[src/rtl/cfg_reg_apb_bridge.sv]
// APB4 completer that turns each APB transfer into a single-cycle register-bank
// strobe. It decodes the fixed register map and rejects illegal accesses with
// PSLVERR. Every legal read produces exactly one ren pulse, so read-to-clear
// registers in the bank clear once per access.
module cfg_reg_apb_bridge #(
    parameter logic [31:0] BASE_ADDR = 32'hC0F16000,
    parameter bit          REQ_PRIV  = 1'b0
) (
    input  logic        clk,
    input  logic        rst,
    input  logic        psel,
    input  logic        penable,
    input  logic        pwrite,
    input  logic [31:0] paddr,
    input  logic [31:0] pwdata,
    input  logic [3:0]  pstrb,
    input  logic [2:0]  pprot,
    output logic        pready,
    output logic [31:0] prdata,
    output logic        pslverr,
    output logic        wen,
    output logic [31:0] waddr,
    output logic [31:0] wdata,
    output logic        ren,
    output logic [31:0] raddr,
    input  logic [31:0] rdata,
    output logic [7:0]  err_cnt
);

    typedef enum logic [1:0] {StIdle, StDecode, StStrobe, StResp} state_e;

    state_e      state_q, state_d;

    // Transfer fields captured in the setup phase
    logic [31:0] addr_q;
    logic [31:0] pwdata_q;
    logic        write_q;
    logic [3:0]  strb_q;
    logic        priv_q;
    logic        err_q;

    logic [31:0] prdata_q;
    logic [31:0] waddr_q;
    logic [31:0] wdata_q;
    logic [31:0] raddr_q;
    logic [7:0]  err_cnt_q;

    logic [31:0] offset;
    logic        mapped;
    logic        read_only;
    logic        dec_err;
    logic        setup;

    // Only the privileged bit of pprot matters here
    logic        unused_prot;
    assign unused_prot = ^pprot[2:1];

    assign setup = psel && !penable;

    // Decode the latched address against the register map and flag illegal accesses
    always_comb begin
        offset    = addr_q - BASE_ADDR;
        mapped    = 1'b1;
        read_only = 1'b0;
        case (offset)
            32'h0000_0000, 32'h0000_0004, 32'h0000_0BAC: read_only = 1'b1;
            32'h0000_0010, 32'h0000_0020, 32'h0000_0B60: read_only = 1'b0;
            default:                                     mapped    = 1'b0;
        endcase
        dec_err = (addr_q[1:0] != 2'b00)
               || !mapped
               || (write_q && read_only)
               || (write_q && (strb_q != 4'hF))
               || (REQ_PRIV && write_q && !priv_q);
    end

    // Next-state logic; dropping psel before the response aborts silently
    always_comb begin
        state_d = state_q;
        case (state_q)
            StIdle: begin
                if (setup) state_d = StDecode;
            end
            StDecode: begin
                if (!psel)        state_d = StIdle;
                else if (dec_err) state_d = StResp;
                else              state_d = StStrobe;
            end
            StStrobe: begin
                if (!psel) state_d = StIdle;
                else       state_d = StResp;
            end
            StResp: begin
                state_d = StIdle;
            end
            default: begin
                state_d = StIdle;
            end
        endcase
    end

    // State register
    always_ff @(posedge clk) begin
        if (rst) begin
            state_q <= StIdle;
        end else begin
            state_q <= state_d;
        end
    end

    // Capture the setup-phase fields and the decode verdict
    always_ff @(posedge clk) begin
        if (rst) begin
            addr_q   <= '0;
            pwdata_q <= '0;
            write_q  <= 1'b0;
            strb_q   <= '0;
            priv_q   <= 1'b0;
            err_q    <= 1'b0;
        end else begin
            if (state_q == StIdle && setup) begin
                addr_q   <= paddr;
                pwdata_q <= pwdata;
                write_q  <= pwrite;
                strb_q   <= pstrb;
                priv_q   <= pprot[0];
            end
            if (state_q == StDecode) begin
                err_q <= dec_err;
            end
        end
    end

    // Strobe address/data, read data capture and the saturating error counter
    always_ff @(posedge clk) begin
        if (rst) begin
            waddr_q   <= '0;
            wdata_q   <= '0;
            raddr_q   <= '0;
            prdata_q  <= '0;
            err_cnt_q <= '0;
        end else begin
            // Load the bank-facing address/data as the strobe cycle begins
            if (state_q == StDecode && state_d == StStrobe) begin
                if (write_q) begin
                    waddr_q <= addr_q;
                    wdata_q <= pwdata_q;
                end else begin
                    raddr_q <= addr_q;
                end
            end
            if (state_q == StDecode && state_d == StResp && !write_q) begin
                prdata_q <= '0;
            end
            if (state_q == StStrobe && !write_q) begin
                prdata_q <= rdata;
            end
            if (state_q == StResp && err_q && (err_cnt_q != 8'hFF)) begin
                err_cnt_q <= err_cnt_q + 8'd1;
            end
        end
    end

    // Errored transfers never reach StStrobe, so strobes need no error qualifier
    assign wen     = (state_q == StStrobe) && write_q;
    assign ren     = (state_q == StStrobe) && !write_q;
    assign pready  = (state_q == StResp);
    assign pslverr = (state_q == StResp) && err_q;
    assign waddr   = waddr_q;
    assign wdata   = wdata_q;
    assign raddr   = raddr_q;
    assign prdata  = prdata_q;
    assign err_cnt = err_cnt_q;

endmodule

[config.mk]
export PLATFORM = sky130hd
export DESIGN_NAME = cfg_reg_apb_bridge
export DESIGN_NICKNAME = d
export VERILOG_FILES = /design/src/rtl/cfg_reg_apb_bridge.sv
export SDC_FILE = /design/constraint.sdc
export NUM_CORES = 1
export LEC_CHECK = 0
export CAP_MARGIN = 20
export CORE_ASPECT_RATIO = 0.5
export CORE_MARGIN = 8
export CORE_UTILIZATION = 45
export DETAILED_ROUTE_END_ITERATION = 12
export PLACE_DENSITY = 0.79
export SLEW_MARGIN = 10
export SYNTH_ARGS = -nofsm -noshare
export SYNTH_HDL_FRONTEND = slang
export SYNTH_SLANG_ARGS = --single-unit
[constraint.sdc]
create_clock -name clk -period 3.4 [get_ports clk]
set_input_delay 0.68 -clock clk [delete_from_list [all_inputs] [get_ports clk]]
set_output_delay 0.68 -clock clk [all_outputs]
set_load 0.1 [all_outputs]
# == Yosys cells after proc, flatten, opt, wreduce, memory -nomap -nowiden ==
# Cells that the tools add are included.
# op_classes
mul,0
n_div,0
bitwise,1
n_addsub,2
reduce_logical,25
mux,9
magnitude_cmp,0
n_shift,0
n_eq_ne,12
# ops
operator,n
$eq A32 B12 Y1 const B,2
$mux W32,2
$eq A32 B3 Y1 const B,1
$eq A32 B5 Y1 const B,1
$eq A32 B6 Y1 const B,1
$logic_not A32 Y1,1
$sub A32 B32 Y32 const B,1
$logic_and A1 B1 Y1,11
$add A8 B1 Y8 const B,1
$eq A2 B2 Y1 const B,4
$ne A8 B8 Y1 const B,1
$pmux W2 S4,1
$mux W2,3
$reduce_or A6 Y1,1
$ne A4 B4 Y1 const B,1
$reduce_and A2 Y1,2
$reduce_bool A2 Y1,2
$logic_not A1 Y1,3
$logic_or A1 B1 Y1,3
$mux W1,3
$reduce_or A3 Y1,1
$eq A2 B1 Y1 const B,1
$logic_not A2 Y1,1
$not A1 Y1,1
# word_totals
mem_count,0
register_bits,208
mem_bits_ro,0
elab_cells,60
mem_bits_rw,0
latchBits,0
output_inout_bits,140
input_bits,108

# == Logic depth before layout (Yosys ltp) ==
# Gate-level depths: netlist of the first run.
# depth
depth_word,16
depth_mapped,10
depth_no_buf,8

# == Least setup slack after synthesis of the first run ==
# No wires, ideal clock.
# synth_path
kind,register to output
start,register write_q
end,output port wen
n_path_buf,1
arrival_time_ns,1.850
path_stages_with_launch,4
setup_slack_ns,0.870
cell_sequence,dfxtp_1 clkbuf_1 inv_1 nor2_1
# synth_via
elab_chain_cells,1
# synth_lines
element,line_no,rtl
start: declaration,37,logic write_q;
start signal: assignment,124,write_q <= pwrite;
$logic_and A1 B1 Y1,165,assign wen = (state_q == StStrobe) && write_q;
end: declaration,21,"output logic wen,"
# Every way passes these cells.

# == Worst setup path after layout of the first run ==
# layout_path
start,register addr_q[14]
end,register waddr_q[12] (netlist: waddr[12])
# layout_via
elab_chain_cells,14
word_cells_on_any_way,22
cone_classes,add/sub: 1; eq/ne: 6; mux: 5; reduce/logical: 10
# layout_lines
element,line_no,rtl
start: declaration,35,logic [31:0] addr_q;
start signal: assignment,122,addr_q <= paddr;
$sub A32 B32 Y32 (*),62,offset = addr_q - BASE_ADDR;
"$eq A32 B3 Y1, or another cell as far along",65,case (offset)
$reduce_or A6 Y1 (no source line),--,
$mux W1,65,
$logic_not A1 Y1,71,|| !mapped
$logic_or A1 B1 Y1,71,
$logic_or A1 B1 Y1 (*),72,|| (write_q && read_only)
$logic_or A1 B1 Y1 (*),73,|| (write_q && (strb_q != 4'hF))
$mux W1 (*),86,else if (dec_err) state_d = StResp;
$mux W2 (*),85,if (!psel) state_d = StIdle;
$pmux W2 S4 (*),80,case (state_q)
$eq A2 B2 Y1 (*),144,if (state_q == StDecode && state_d == StStrobe) begin
$logic_and A1 B1 Y1 (*),144,
$reduce_and A2 Y1 (no source line) (*),--,
end signal: assignment,146,waddr_q <= addr_q;
end: declaration,43,logic [31:0] waddr_q;
# Every way passes the cells marked *; elsewhere a longest branch is shown, timed or not.
# A chain may end at the register's enable or synchronous reset.

==> results_dict.tcl, run 1 <==
set metrics [dict create \
    critPathLaunch "addr_q[14]$_SDFFE_PP0P_" \
    postCtsSetupRepairBufs 0 \
    post_synth_num_cell_types 50 \
    clk_latency_ns 0.48 \
    max_freq_ghz 0.335 \
    htreeDepth 1 \
    cts_resized 0 \
    grt_pass1_wl_mm 32.3 \
    ys_ff_latch 208 \
    critical_path_required_ns 3.76 \
    tns_ns 0 \
    vias 6180 \
    grt_max_degree 63 \
    core_area_mm2 0.0162 \
    drive_gt1_share_pct 12.5 \
    ys_warn_count 0 \
    min_path_cells 2 \
    final_hold_viol_count 0 \
    critical_path_arrival_ns 3.34 \
    dp_slack_ns 0.400 \
    fin_crit_ns 2.98 \
    hold_buffers 0 \
    final_core_util_pct 64.9 \
    drtIter0Drc 270 \
    gp_congestion 0.845 \
    grt_pass1_vias 6035 \
    skew_ns 0.00927 \
    layout_common_cells "dfxtp_1 (208), clkdlybuf4s50_1 (176), nand2_1 (153)" \
    relSlewSlack_pct 31.6 \
    syn_nets 895 \
    min_path_type "flop to flop" \
    synthArstFlopShare_pct 0 \
    setup_viol 0 \
    die_x_um 197 \
    avgSynthCellArea_um2 9.36 \
    cts_root_buffer "clkbuf_16" \
    num_io_pins 248 \
    cts.path.max_buffers 3 \
    antenna_cells 0 \
    drt_pass1_iterations 4 \
    netlist_area_mm2 0.00734 \
    wirelength_mm 20.4 \
    nNetsFinal 1123 \
    run_status "finished, final reports clean" \
    r2r-start "addr_q[14]$_SDFFE_PP0P_" \
    post-route-period-util_pct 87.7 \
    rows 33 \
    gr-total-overflow 0 \
    die_y_um 106 \
    place_area_mm2 0.00980 \
    hold_path_startpoint "raddr[22]$_SDFFE_PP0P_" \
    post-route-drc-count 0 \
    cp-end-kind "flop" \
    grt_usage_pct 18.6 \
    wl_per_cell_um 16.3 \
    power_density_mw_per_mm2 502 \
    synth-main-ff-cell "dfxtp_1" \
    tightest_slew_ns 1.02 \
    port_buffers 244 \
    tritoncts "yes" \
    worstSetupPathType "flop to flop" \
    ir_worst_vdd_mv 0.357 \
    drv_slew 0 \
    viasPerCell 4.94 \
    clkTransAtPathRegs_ns 0.07 \
    hpwl_mm 14.7 \
    ant_nets 0 \
    numCtsBuffers 19 \
    clock-sinks 208 \
    p_leak_uw 0.00437 \
    final_cell_area_mm2 0.0105 \
    area_growth_pct 43.0 \
    rsz0062_at_grt "no" \
    die_area_mm2 0.0209 \
    syn_inst 785 \
    drv_cap 0 \
    setup_ws_ns 0.418 \
    yosysSeqAreaShare_pct 56.7 \
    initial_utilization_pct 45.4 \
    layout_commonest_cell "dfxtp_1" \
    synth_edf_count 0 \
    antenna_found_initial 0 \
    cp-start-kind "flop" \
    r2r_cells 9 \
    crit_fanout 15 \
]
## flip-flops by register name (all words and copies together), names as in the netlist
name and count:
strb_q 4, wdata 32, raddr 32, err_q 1
write_q 1, err_cnt 8, prdata 32, waddr 32
addr_q 32, pwdata_q 32, state_q 2
## power breakdown
group | switching, uW | internal (uW) | total [uW]
Sequential | 39.6 | 2480 | 2520
Combinational | 194 | 174 | 368
Clock | 915 | 1470 | 2380
## through the flow
| step | power (uW) | hold WS (ns) | instances |
|---|---|---|---|
| 2_1_floorplan | 2770 | 0.431 | 785 |
| 5_1_grt | 5460 | 0.472 | 1251 |
| 3_5_place_dp | 2950 | 0.438 | 1219 |
| 6_report | 5280 | 0.449 | 1251 |
| 4_1_cts | 5330 | 0.449 | 1251 |
| 3_3_place_gp | 2940 | 0.434 | 1219 |
## critical path: stages, from the launching register on
cell and delay [ns]:
dfxtp_1 0.44, ha_1 0.27, o21ai_1 0.12, a211oi_1 0.51, o21ai_0 0.20, a211oi_2 0.40
nand4_1 0.24, buf_4 0.20, nor2b_1 0.25, and2_1 0.23
## synth_stat cells, drive strengths merged (2+ instances only)
master / count / area share, %
a21o: 2 / 0.20
nand2b: 4 / 0.34
nor2b: 6 / 0.51
clkbuf: 37 / 1.9
nor3: 5 / 0.41
inv: 21 / 1.1
o21ai: 5 / 0.34
dfxtp: 208 / 57
and3: 2 / 0.17
nand3: 5 / 0.34
nand2: 153 / 7.8
nor2: 61 / 3.1
or4b: 2 / 0.27
a211oi: 3 / 0.37
or4: 3 / 0.31
and2: 29 / 2.5
or2: 2 / 0.17
xor2: 6 / 0.72
or3: 3 / 0.26
mux2i: 51 / 7.0
ha: 2 / 0.34
a21oi: 101 / 7.3
buf: 14 / 1.2
nand4b: 2 / 0.24
a2111oi: 2 / 0.24
nand4: 8 / 0.68
a22o: 32 / 3.8
## per-layer routing
layer  up-vias  GRT usage, %  share of wire (%)
met5         -             0                  0
met4         0          6.19                3.2
met3        44          3.75                4.6
met2       151          33.2                 50
met1      2891          22.3                 42
li1       3094             -                  -
## logic make-up (layout without fill, tap and decap cells)
group,count (synthesis),count (layout),share of synthesized area (%)
simple gates,290,290,17.6
flops,208,208,56.7
compound gates,155,155,13.4
buf+inv,72,311,4.14
mux,51,51,6.95
xor+xnor,7,7,0.835
fa+ha+maj,2,2,0.341
## cell type report
class	instances	area, um2
clock buffers	22	517
clock inverters	10	184
fillers	1368	5680
inverters	21	78.8
multi-input cells	505	2890
flip-flops and latches	208	4160
well taps	227	284
repair buffers	258	2390
## worst paths after layout
check	to	slack, ns
min reg2reg	raddr[22]$_SDFFE_PP0P_	0.45
max	waddr[12]$_SDFFE_PP0P_	0.42
max reg2reg	waddr[12]$_SDFFE_PP0P_	0.42
min	raddr[22]$_SDFFE_PP0P_	0.45
(Power assumes the default switching activity.)
==> inputs of run 2 (changes only) <==
==> constraint.sdc (replaced) <==
create_clock -name clk -period 3.15 [get_ports clk]
set_input_delay 0.63 -clock clk [delete_from_list [all_inputs] [get_ports clk]]
set_output_delay 0.63 -clock clk [all_outputs]
set_load 0.1 [all_outputs]
==> run 2 against run 1 <==
Net effect: setup slack got worse by 0.13 ns; via count grew 0.32%; global-route usage fell by 0.27 points; clock skew rose by 0.0081 ns; final cell count increased by 0.16%; count of clock-buffer cells in the layout is 8 higher; critical endpoint is now wdata[29]$_SDFFE_PP0P_.
==> results_dict.tcl, run 2 (synthesis gave the netlist of run 1 again) <==
set metrics [dict create \
    run_status "finished, final reports clean" \
    power_density_mw_per_mm2 522 \
    layout_common_cells "dfxtp_1 (208), buf_4 (155), nand2_1 (153)" \
    r2r-start "addr_q[13]$_SDFFE_PP0P_" \
    clk_latency_ns 0.48 \
    r2r_end "wdata[29]$_SDFFE_PP0P_" \
    hold_path_startpoint "raddr[23]$_SDFFE_PP0P_" \
    cp-start-kind "flop" \
    rows 33 \
    fin_crit_ns 2.86 \
    multi_input_area_mm2 0.00290 \
    total_power_uw 5340 \
    numCtsBuffers 19 \
    setup_viol 0 \
    critical_path_arrival_ns 3.20 \
    drtIter0Drc 254 \
    hpwl_mm 14.6 \
    post-route-drc-count 0 \
    post-route-period-util_pct 90.9 \
    die_x_um 197 \
    drv_slew 0 \
    cts.path.max_buffers 3 \
    area_growth_pct 39.3 \
    p_leak_uw 0.00447 \
    place_area_mm2 0.00962 \
    drt_pass1_iterations 4 \
    dp_slack_ns -0.0149 \
    fillCellCount 1379 \
    tns_ns 0 \
    rrSetupSlack_ns 0.29 \
    critical_path_required_ns 3.49 \
    initial_utilization_pct 45.4 \
    die_area_mm2 0.0209 \
    setup_ws_ns 0.286 \
    final_core_util_pct 63.2 \
    tritoncts "yes" \
    seq_area_mm2 0.00416 \
    crit_fanout 26 \
    wirelength_mm 20.3 \
    grt_usage_pct 18.4 \
    gr-total-overflow 0 \
    grt_pass1_vias 5932 \
    clkTransAtPathRegs_ns 0.06 \
    max_freq_ghz 0.349 \
    ant_nets 0 \
    rsz0062_at_grt "no" \
    viasPerCell 4.95 \
    grt_max_degree 61 \
    r2r_cells 10 \
    wl_per_cell_um 16.2 \
    drive_gt1_share_pct 19.2 \
    final_hold_viol_count 0 \
    drv_cap 0 \
    vias 6200 \
    antenna_cells 0 \
    relSlewSlack_pct 48.9 \
    min_path_type "flop to flop" \
    gp_congestion 0.839 \
    antenna_found_initial 0 \
    die_y_um 106 \
    tightest_slew_ns 0.765 \
    port_buffers 244 \
    cts_root_buffer "clkbuf_16" \
    clock-sinks 208 \
    min_path_cells 2 \
    worstSetupPathType "flop to flop" \
    htreeDepth 1 \
    core_area_mm2 0.0162 \
    layout_commonest_cell "dfxtp_1" \
    final_cell_area_mm2 0.0102 \
    ir_worst_vdd_mv 0.306 \
    min_to "raddr[23]$_SDFFE_PP0P_" \
    nNetsFinal 1124 \
    grt_pass1_wl_mm 31.8 \
    skew_ns 0.0174 \
    cp-end-kind "flop" \
    num_io_pins 248 \
]
## run 2: power breakdown
group | switching (uW) | total, uW | internal [uW]
logic | 214 | 403 | 189
registers | 41.2 | 2720 | 2680
clock network | 938 | 2210 | 1270
## run 2: critical path, cell delays in order (launching register included)
cell	delay [ns]
dfxtp_1	0.35
ha_1	0.27
o21ai_1	0.26
a21oi_1	0.10
or3b_2	0.46
a211oi_2	0.39
nand4_1	0.14
buf_4	0.19
buf_4	0.26
mux2i_1	0.21
nor2_1	0.06
## run 2: final cells by class
| type | instances | share of cell area, % |
|---|---|---|
| Multi-Input combinational cell | 505 | 28.3 |
| Clock inverter | 3 | 0.391 |
| Clock buffer | 30 | 5.35 |
| Sequential cell | 208 | 40.7 |
| Timing Repair Buffer | 259 | 21.7 |
| Inverter | 21 | 0.771 |
| Tap cell | 227 | 2.78 |
## run 2: routing by layer
| layer | up-vias | GRT usage (%) | share of wire [%] |
|---|---|---|---|
| li1 | 3088 | - | - |
| met1 | 2931 | 22.4 | 43 |
| met2 | 143 | 32.7 | 50 |
| met3 | 38 | 3.56 | 4.0 |
| met4 | 0 | 5.45 | 2.4 |
| met5 | - | 0 | 0 |
## run 2: stage by stage
| step | hold WS (ns) | instances |
|---|---|---|
| 3_3_place_gp | 0.435 | 1219 |
| 4_1_cts | 0.453 | 1252 |
| 5_1_grt | 0.469 | 1253 |
| 6_report | 0.453 | 1253 |
| 2_1_floorplan | 0.431 | 785 |
| 3_5_place_dp | 0.443 | 1219 |
## run 2: worst max path at each step
stage                            startpoint                endpoint  slack (ns)  depth (start not counted)
global route        addr_q[13]$_SDFFE_PP0P_  waddr[27]$_SDFFE_PP0P_        0.08                          9
floorplan           addr_q[14]$_SDFFE_PP0P_   waddr[8]$_SDFFE_PP0P_        0.63                         10
detailed placement  addr_q[13]$_SDFFE_PP0P_  wdata[29]$_SDFFE_PP0P_       -0.01                          9
finish              addr_q[13]$_SDFFE_PP0P_  wdata[29]$_SDFFE_PP0P_        0.29                         10
global placement    addr_q[13]$_SDFFE_PP0P_   waddr[5]$_SDFFE_PP0P_        0.13                          9
CTS                 addr_q[13]$_SDFFE_PP0P_  wdata[29]$_SDFFE_PP0P_        0.04                          9
## run 2: repair_timing
| action | 4_1_cts | 5_1_grt |
|---|---|---|
| pin swaps | 0 | 1 |
| endpoints found under the hold margin | 0 | 0 |
| buffers inserted | 0 | 1 |
| hold buffers | 0 | 0 |
| gates resized for setup | 1 | 1 |
| setup endpoints to repair | 30 | 116 |
==> inputs of run 3 (changes only) <==
--- a/config.mk
+++ b/config.mk
@@ -10,8 +10,8 @@
 export CORE_MARGIN = 8
 export CORE_UTILIZATION = 45
 export DETAILED_ROUTE_END_ITERATION = 12
+export GPL_ROUTABILITY_DRIVEN = 0
 export PLACE_DENSITY = 0.79
-export SLEW_MARGIN = 10
 export SYNTH_ARGS = -nofsm -noshare
 export SYNTH_HDL_FRONTEND = slang
 export SYNTH_SLANG_ARGS = --single-unit
==> results of run 3 <==
The final DEF is identical to that of run 2; final timing and power are the same.
